## src/rtl/mem_arb_pkg.sv

```systemverilog
// mem_arb_pkg: shared types and constants for the memory port arbiter.
//   arb_state_t : arbiter FSM state (IDLE, BUSY)
//   OWN_IFETCH  : owner code for requester 0 (instruction fetch)
//   OWN_DATA    : owner code for requester 1 (data access)
//   pick_winner : grant decision for a cycle in IDLE
package mem_arb_pkg;

    typedef enum logic {
        IDLE = 1'b0,
        BUSY = 1'b1
    } arb_state_t;

    localparam logic OWN_IFETCH = 1'b0;
    localparam logic OWN_DATA   = 1'b1;

    // With both requesters asking, the priority flag names the winner;
    // otherwise whoever is asking wins.
    function automatic logic pick_winner(input logic r0, input logic r1,
                                         input logic prio);
        if (r0 && r1) begin
            return prio;
        end else if (r1) begin
            return OWN_DATA;
        end else begin
            return OWN_IFETCH;
        end
    endfunction

endpackage

```

## src/rtl/mem_arb_watchdog.sv

```systemverilog
// mem_arb_watchdog: counts BUSY cycles that end without mem_ack and flags
// the cycle in which the transaction has to be abandoned.
// Only instantiated when MEM_ARB_TIMEOUT_EN is defined.
//   clk, rst : clock, synchronous active-high reset
//   start    : grant cycle; the count restarts on entry to BUSY
//   active   : arbiter is in BUSY
//   ack      : memory completes the access this cycle
//   expired  : count has reached TIMEOUT and there is no ack this cycle
module mem_arb_watchdog #(
    parameter int TIMEOUT = 15
) (
    input  logic clk,
    input  logic rst,
    input  logic start,
    input  logic active,
    input  logic ack,
    output logic expired
);

    localparam int CW = $clog2(TIMEOUT + 1);

    logic [CW-1:0] count;

    // An ack in the same cycle as the limit wins, so expiry needs !ack.
    assign expired = active && !ack && (count == CW'(TIMEOUT));

    always_ff @(posedge clk) begin
        if (rst) begin
            count <= '0;
        end else if (start) begin
            count <= '0;
        end else if (active && !ack && !expired) begin
            count <= count + CW'(1);
        end
    end

endmodule

```

## src/rtl/mux2_1.sv

```systemverilog
// mux2_1: two-input multiplexer of configurable width.
//   N  : data width
//   d0 : selected when s = 0
//   d1 : selected when s = 1
//   s  : select
//   y  : output
module mux2_1 #(
    parameter int N = 32
) (
    input  logic [N-1:0] d0,
    input  logic [N-1:0] d1,
    input  logic         s,
    output logic [N-1:0] y
);

    assign y = s ? d1 : d0;

endmodule

```

## src/rtl/mem_port_arbiter.sv

```systemverilog
// mem_port_arbiter: shares one memory port between instruction fetch
// (requester 0) and data access (requester 1) with round-robin ownership.
// Optional watchdog abort is built when MEM_ARB_TIMEOUT_EN is defined.
//
// Handshake: a requester raises req with we/addr/wdata stable and holds it
// until its done pulse. done is a single-cycle pulse in the cycle the memory
// acks (or the watchdog aborts); rdata is valid only in that cycle. A req
// still high in the IDLE cycle after done is a new request.
//
// Ports:
//   clk, rst              : clock, synchronous active-high reset
//   req0/req1             : requests
//   we0/we1, addr0/addr1,
//   wdata0/wdata1         : per-requester access fields
//   done0/done1           : completion pulses
//   rdata                 : read data (= mem_rdata)
//   mem_req, mem_we,
//   mem_addr, mem_wdata   : memory port outputs
//   mem_ack, mem_rdata    : memory port inputs
//   sel                   : registered owner, steers the muxes
//   busy                  : FSM state (1 = BUSY), doubles as state debug view
//   err                   : watchdog abort pulse
module mem_port_arbiter
    import mem_arb_pkg::*;
#(
    parameter int N       = 32,
    parameter int AW      = 32,
    parameter int TIMEOUT = 15
) (
    input  logic          clk,
    input  logic          rst,
    input  logic          req0,
    input  logic          req1,
    input  logic          we0,
    input  logic          we1,
    input  logic [AW-1:0] addr0,
    input  logic [AW-1:0] addr1,
    input  logic [N-1:0]  wdata0,
    input  logic [N-1:0]  wdata1,
    output logic          done0,
    output logic          done1,
    output logic [N-1:0]  rdata,
    output logic          mem_req,
    output logic          mem_we,
    output logic [AW-1:0] mem_addr,
    output logic [N-1:0]  mem_wdata,
    input  logic          mem_ack,
    input  logic [N-1:0]  mem_rdata,
    output logic          sel,
    output logic          busy,
    output logic          err
);

    arb_state_t state, state_next;
    logic       sel_next;
    logic       prio, prio_next;
    logic       grant;
    logic       expired;
    logic       we_muxed;

    always_ff @(posedge clk) begin
        if (rst) begin
            state <= IDLE;
            sel   <= OWN_IFETCH;
            prio  <= OWN_IFETCH;
        end else begin
            state <= state_next;
            sel   <= sel_next;
            prio  <= prio_next;
        end
    end

    always_comb begin
        state_next = state;
        sel_next   = sel;
        prio_next  = prio;
        grant      = 1'b0;
        done0      = 1'b0;
        done1      = 1'b0;
        err        = 1'b0;
        case (state)
            IDLE: begin
                if (req0 || req1) begin
                    grant      = 1'b1;
                    sel_next   = pick_winner(req0, req1, prio);
                    state_next = BUSY;
                end
            end
            BUSY: begin
                // expired is never set together with mem_ack.
                if (mem_ack || expired) begin
                    done0      = (sel == OWN_IFETCH);
                    done1      = (sel == OWN_DATA);
                    err        = expired;
                    prio_next  = ~sel;
                    state_next = IDLE;
                end
            end
            default: begin
                state_next = IDLE;
            end
        endcase
    end

    assign busy    = (state == BUSY);
    assign mem_req = busy;
    assign rdata   = mem_rdata;

    mux2_1 #(.N(AW)) u_addr_mux (
        .d0 (addr0),
        .d1 (addr1),
        .s  (sel),
        .y  (mem_addr)
    );

    mux2_1 #(.N(N)) u_wdata_mux (
        .d0 (wdata0),
        .d1 (wdata1),
        .s  (sel),
        .y  (mem_wdata)
    );

    mux2_1 #(.N(1)) u_we_mux (
        .d0 (we0),
        .d1 (we1),
        .s  (sel),
        .y  (we_muxed)
    );

    // Address and data follow sel at all times; the write strobe is gated
    // so memory never sees a write outside BUSY.
    assign mem_we = busy & we_muxed;

`ifdef MEM_ARB_TIMEOUT_EN
    mem_arb_watchdog #(.TIMEOUT(TIMEOUT)) u_watchdog (
        .clk     (clk),
        .rst     (rst),
        .start   (grant),
        .active  (busy),
        .ack     (mem_ack),
        .expired (expired)
    );
`else
    assign expired = 1'b0;
`endif

endmodule

```

## config.mk

```make
export PLATFORM = sky130hd
export DESIGN_NAME = mem_port_arbiter
export DESIGN_NICKNAME = d
export VERILOG_FILES = /design/src/rtl/mem_arb_pkg.sv /design/src/rtl/mem_arb_watchdog.sv /design/src/rtl/mux2_1.sv /design/src/rtl/mem_port_arbiter.sv
export SDC_FILE = /design/constraint.sdc
export NUM_CORES = 1
export LEC_CHECK = 0
export CORE_AREA = 8 8 119 77
export CTS_CLUSTER_DIAMETER = 200
export CTS_CLUSTER_SIZE = 25
export DETAILED_ROUTE_END_ITERATION = 8
export DIE_AREA = 0 0 127 85
export GPL_TIMING_DRIVEN = 0
export PLACE_DENSITY = 0.89
export SYNTH_ARGS = -nofsm -noshare
export SYNTH_HDL_FRONTEND = slang
export SYNTH_HIERARCHICAL = 1
export SYNTH_SLANG_ARGS = --single-unit
```

## constraint.sdc

```tcl
create_clock -name clk -period 1.7 [get_ports clk]
set_input_delay 0.34 -clock clk [delete_from_list [all_inputs] [get_ports clk]]
set_output_delay 0.34 -clock clk [all_outputs]
set_load 0.02 [all_outputs]
```

==> results by group, run 1 <==
GRT
  – Grt total ovfl: 0
  – Initial antenna violation count: 0
  – Gr usage total: 0.150
  – Vias in the first global route: roughly 2100
  – Largest net degree at the start of global routing: 11
  – First-pass GRT wire length: ~13 mm

Power and ir drop
  – Peak VDD IR: a little under 0.5 mV
  – Lkg Pwr: around 1.9 nW
  – Final Power: 1.88 mW
  – Power per cell area: about 440 nW/um^2

Critical path
  – Worst r2r path cells: 4
  – Crit path from: sel
  – WP buf/inv: 3
  – Top Family by Delay on Critical Path: buffers and inverters
  – Worst path arrival time: between 1000 and 1500 ps
  – Worst Path Required: between 1000 and 1500 ps
  – R2R setup slack: ~740 ps
  – Crit path max-delay cell type: dfxtp_4
  – Cell Chain, Critical Path: buf_12 -> clkbuf_16 -> mux2_4 -> buf_6
  – CP Capture Type: output pin
  – Worst R2R End: prio
  – CP max stage delay: 390 ps
  – Startpoint Class: register
  – R2R Path Start: sel
  – Worst setup path class: reg2out
  – Critical-path maximum fanout: 8

Synth
  – Adder-cell share of the synthesized area: 0
  – Top-count cell post-synth: mux2_4
  – #FFs+latches synth: 3
  – Synth Instances: about 120
  – Post-synthesis sequential area ratio: 0.0400
  – XOR/XNOR share of the synthesized area: 0
  – Synth Net Count: between 200 and 300
  – Post-synth top cells: mux2_4, buf_4, buf_12
  – Compound-Gate Fraction of Synth Area: 0.0200
  – Mux share of post-synthesis cell area: 0.640
  – Mean Syn Cell Area: 12.1 um^2
  – Yosys top cell by area: mux2_4
  – Largest family of logic cells by synthesized area: multiplexers
  – Top FF cell, synth: dfxtp_1
  – Async set or reset register ratio after synthesis: 0
  – Area contributors post-synth: mux2_4, buf_4, buf_12
  – Post-Syn Area: 1500 um^2
  – Synth unique cells: 18
  – YS warnings: 6
  – Number of flops mapped to enable cells by yosys: 0
  – Synth top area share: 0.610
  – Simple-Gate Fraction of Synth Area: 0.0275

Timing
  – Min Tclk post-route: 1710 ps
  – Hold WS: about 500 ps
  – Setup Viol. Count Final: 11
  – Clock Skew: approximately 1.8 ps
  – Hold Vio Cnt, Final: 0
  – Final setup margin: -9.24 ps
  – Max-slew violations: 0
  – Tcrit/Tclk final: 1.01
  – RSZ-0062 raised after global routing: true
  – Max Freq: between 0.5 and 0.6 GHz

Die
  – I/O pins: 270
  – Core footprint: approximately 7500 um^2
  – Die height: between 80 and 90 um
  – Die footprint: approximately 11000 um^2
  – Starting Density: 0.200
  – Die W: roughly 130 um
  – Site Rows: 25

Clock network
  – Skew-Pair Late Insertion Delay: 220 ps
  – CTS hold repair buffers: 0
  – CTS tree: done
  – # clock sinks: 3
  – Number of CTS-inserted buffers: 3
  – Root buf cell: clkbuf_16
  – Maximum root-to-sink buffer count: 2
  – Clock slew at reported path FFs: 30 ps
  – CTS HTree Levels: 1

Placed design
  – Pre-CTS setup slack: -402 ps
  – IO buf count: between 200 and 250
  – RePlAce Congestion: ~0.8
  – Post-detail-place hpwl: 7.86 mm

Layout
  – Antenna cells: 0
  – Syn-to-layout area delta: 183%
  – Nets@finish: ~540
  – Share of cells above drive strength 1: 0.508

Route
  – Antenna viol nets, final: 0
  – First-pass iteration count of the detailed router: 4
  – Vias: between 1500 and 2000
  – DR iter-0 viols: 19
  – Vias per cell: just under 4
  – Routed WL: approximately 8.9 mm
  – Detailed-route DRC error count: 0
  – Wire per inst: around 19 um

Outcome
  – Failing checks: negative setup slack
  – Status: finished with violations

Hold path
  – Worst Hold Depth: 2
  – Hold Path Origin: prio
  – Worst min-delay path category: reg2reg
  – Worst Hold End: prio

Job
  – Max cap viols: 0
-- cell families after synthesis --
logic type	Yosys count
multiplexers	65
buffers and inverters	44
AND/OR/NAND/NOR	6
AO/OA/AOI/OAI	5
flip-flops	3
other	1
-- area by class of cell --
class | instances | area [um^2]
multi-input cells | 77 | 1040
plain buffers | 42 | 415
clock buffers | 4 | 78.8
well taps | 94 | 118
fillers | 620 | 3250
inverters | 2 | 7.51
repair buffers | 242 | 2530
flip-flops and latches | 3 | 65.1
-- flip-flops by register name (all words and copies together) (netlist names) --
name,cells
prio,1
sel,1
busy,1
-- through the flow --
| stage | cell area (um^2) | util | TNS, ps | instances |
|---|---|---|---|---|
| floorplan | 1500 | - | 0 | 124 |
| detailed placement | 3980 | 0.530 | -24770 | 454 |
| finish | 4260 | 0.567 | -38.4 | 464 |
| CTS | 4090 | 0.545 | -103 | 461 |
| global placement | 3980 | 0.530 | -23950 | 454 |
| global route | 4260 | 0.567 | -1240 | 464 |
-- placed cells by master (no fill, tap or decap), types with 2 or more instances in the layout --
| cell type | n |
|---|---|
| clkdlybuf4s50_1 | 168 |
| buf_6 | 62 |
| mux2_4 | 61 |
| buf_4 | 35 |
| buf_12 | 8 |
| clkbuf_16 | 6 |
| buf_2 | 4 |
| mux2_2 | 4 |
| inv_1 | 2 |
| a21oi_1 | 2 |
-- worst max-delay path by stage --
stage               slack (ps)           end  depth (start not counted)
floorplan                  150   mem_addr[0]                          3
global placement          -390        mem_we                          4
detailed placement        -400        mem_we                          4
CTS                        -30        mem_we                          4
global route               -40  mem_wdata[8]                          4
finish                      -9  mem_wdata[8]                          4
-- tightest hold or removal path, cell delays in order, from the launching register on --
cell and delay (ps):
dfxtp_1 320, a21oi_1 50, nor3_2 80
-- repair_timing --
item | 4_1_cts | 5_1_grt
cloned | 1 | 3
setup endpoints to repair | 70 | 59
resized for setup | 366 | 37
endpoints found under the hold margin | 0 | 0
buffers inserted | 2 | 0
-- routing by layer --
metal  up-vias  track usage  routed length (um)
met5         -            0                   0
met4         0       0.0215                  65
met3         6       0.0369                 569
met2        86        0.325                5310
met1       852        0.139                2990
li1        898            -                   -
-- power by group --
group / switching (mW) / internal (mW) / total (mW)
clock: 0.0659 / 0.310 / 0.376
sequential: 0.0107 / 0.0766 / 0.0873
combinational: 0.514 / 0.902 / 1.42
total: 0.591 / 1.29 / 1.88
No activity file was read; power rests on OpenSTA's default activity.
==> inputs of run 2 (changes only) <==
--- a/config.mk
+++ b/config.mk
@@ -5,13 +5,13 @@
 export SDC_FILE = /design/constraint.sdc
 export NUM_CORES = 1
 export LEC_CHECK = 0
-export CORE_AREA = 8 8 119 77
+export CORE_AREA = 8 8 99 101
 export CTS_CLUSTER_DIAMETER = 200
-export CTS_CLUSTER_SIZE = 25
+export CTS_CLUSTER_SIZE = 40
 export DETAILED_ROUTE_END_ITERATION = 8
-export DIE_AREA = 0 0 127 85
+export DIE_AREA = 0 0 107 109
 export GPL_TIMING_DRIVEN = 0
-export PLACE_DENSITY = 0.89
+export PLACE_DENSITY = 0.81
 export SYNTH_ARGS = -nofsm -noshare
 export SYNTH_HDL_FRONTEND = slang
 export SYNTH_HIERARCHICAL = 1
==> constraint.sdc (replaced) <==
create_clock -name clk -period 1.65 [get_ports clk]
set_input_delay 0.33 -clock clk [delete_from_list [all_inputs] [get_ports clk]]
set_output_delay 0.33 -clock clk [all_outputs]
set_load 0.02 [all_outputs]
==> results by group, run 2 (same netlist as run 1, synthesis figures left out) <==
Timing
  – Setup Viol. Count Final: 28
  – Clock Skew: roughly 1.6 ps
  – Max-slew violations: 0
  – Min Tclk post-route: ~1700 ps
  – Hold WS: 514 ps
  – Max Freq: 0.595 GHz
  – Final setup margin: -30.4 ps
  – Tcrit/Tclk final: 1.02
  – RSZ-0062 raised after global routing: true
  – Hold Vio Cnt, Final: 0

Die
  – Die footprint: between 10000 and 15000 um^2
  – I/O pins: 270
  – Core footprint: approximately 8400 um^2
  – Die height: between 100 and 150 um
  – Site Rows: 34
  – Die W: about 110 um
  – Starting Density: 0.179

Clock network
  – Clock slew at reported path FFs: ~30 ps
  – Maximum root-to-sink buffer count: 2
  – CTS HTree Levels: 1
  – Skew-Pair Late Insertion Delay: around 210 ps
  – CTS tree: done
  – Number of CTS-inserted buffers: 3
  – # clock sinks: 3
  – Root buf cell: clkbuf_8

Critical path
  – Worst path arrival time: 1350 ps
  – Worst R2R End: prio
  – Worst Path Required: roughly 1300 ps
  – R2R setup slack: 790 ps
  – CP max stage delay: 380 ps
  – CP Capture Type: output pin
  – Worst r2r path cells: 3
  – Startpoint Class: register
  – Cell Chain, Critical Path: buf_12 -> clkbuf_16 -> mux2_4 -> buf_6
  – R2R Path Start: sel
  – Critical-path maximum fanout: 8
  – Crit path max-delay cell type: dfxtp_4
  – Worst setup path class: reg2out

GRT
  – Initial antenna violation count: 0
  – First-pass GRT wire length: about 12 mm
  – Grt total ovfl: 0
  – Largest net degree at the start of global routing: 11
  – Vias in the first global route: 2124
  – Gr usage total: 0.133

Route
  – Wire per inst: ~19 um
  – Vias: 1916
  – Vias per cell: 3.99
  – Antenna viol nets, final: 0
  – First-pass iteration count of the detailed router: 3
  – Detailed-route DRC error count: 0
  – Routed WL: 9.10 mm
  – DR iter-0 viols: 56

Layout
  – Most frequent cells in the layout: clkdlybuf4s50_1, buf_6, mux2_4
  – Commonest non-fill, non-tap cell in the layout: clkdlybuf4s50_1
  – Syn-to-layout area delta: 185%
  – Nets@finish: 540
  – Finished layout cell area: 4280 um^2
  – Antenna cells: 0
  – Fillers: just over 700
  – Share of cells above drive strength 1: 0.511

Power and ir drop
  – Final Power: roughly 1.8 mW
  – Switching Fraction: 0.333
  – Peak VDD IR: between 0.2 and 0.25 mV
  – P_sw: between 500 and 600 uW
  – Comb pwr share: 0.829
  – Clock share of power: 0.120
  – Pint: 1.19 mW
  – Lkg Pwr: approximately 1.9 nW
  – Part of the power in registers: 0.050
  – Power per cell area: slightly above 400 nW/um^2

Hold path
  – Worst min-delay path category: reg2reg
  – Worst Hold End: prio
  – Hold Path Origin: prio
  – Worst Hold Depth: 2

Placed design
  – Post-detail-place hpwl: 7.84 mm
  – DP Area: ~4000 um^2
  – RePlAce Congestion: 0.813
  – Pre-CTS setup slack: -436 ps
  – IO buf count: between 200 and 250

Outcome
  – Status: finished with violations
  – Failing checks: negative setup slack

Job
  – Max cap viols: 0
## run 2: per-stage QoR
| step | cells | TNS [ps] | util |
|---|---|---|---|
| after floorplan | 124 | 0 | - |
| after detailed placement | 468 | -25720 | 0.477 |
| after CTS | 476 | -1220 | 0.493 |
| after global routing | 480 | -2580 | 0.511 |
| after global placement | 468 | -24620 | 0.477 |
| final | 480 | -522 | 0.511 |
## run 2: area by class of cell
class / count / area, um^2 / area share
Timing Repair Buffer: 244 / 2580 / 0.602
Multi-Input combinational cell: 77 / 1040 / 0.242
Buffer: 42 / 415 / 0.0970
Tap cell: 108 / 135 / 0.0315
Sequential cell: 3 / 65.1 / 0.0152
Clock buffer: 4 / 45.0 / 0.0105
Inverter: 2 / 7.51 / 0.00175
## run 2: critical path: cells and delay by family, from the launching register on
family / cells / cell delay, ps
multiplexers: 1 / 300
buffers and inverters: 3 / 450
flip-flops: 1 / 380
## run 2: how the worst max path moves through the flow
stage | from | to | slack, ps
floorplan | sel | mem_addr[0] | 110
global placement | we0 | mem_we | -450
detailed placement | we0 | mem_we | -440
CTS | sel | mem_wdata[9] | -50
global route | sel | mem_addr[11] | -70
finish | sel | mem_wdata[27] | -30
## run 2: power by group through the flow
stage               Sequential, mW  Combinational (mW)  Clock, mW
finish                      0.0894                1.47      0.214
global placement            0.0904                1.35          0
floorplan                   0.0919               0.652          0
detailed placement          0.0911                1.37          0
global route                0.0908                1.54      0.231
CTS                         0.0891                1.43      0.219
## run 2: timing repair
action	CTS	global route
setup buffers	2	0
gates resized for setup	386	18
pin swaps	0	0
hold buffers	0	0
endpoints found under the setup margin	70	62
cloned	2	4
## run 2: metal layers
| layer | vias up | GRT usage | routed length [um] |
|---|---|---|---|
| met3 | 4 | 0.0502 | 944 |
| met1 | 880 | 0.124 | 3140 |
| met2 | 134 | 0.266 | 4940 |
| met4 | 0 | 0.0312 | 68 |
| li1 | 898 | - | - |
| met5 | - | 0 | 0 |
==> inputs of run 3 (changes only) <==
--- a/config.mk
+++ b/config.mk
@@ -6,7 +6,6 @@
 export NUM_CORES = 1
 export LEC_CHECK = 0
 export CORE_AREA = 8 8 99 101
-export CTS_CLUSTER_DIAMETER = 200
 export CTS_CLUSTER_SIZE = 40
 export DETAILED_ROUTE_END_ITERATION = 8
 export DIE_AREA = 0 0 107 109
==> results of run 3 <==
The final DEF is identical to that of run 2; final timing and power are the same.
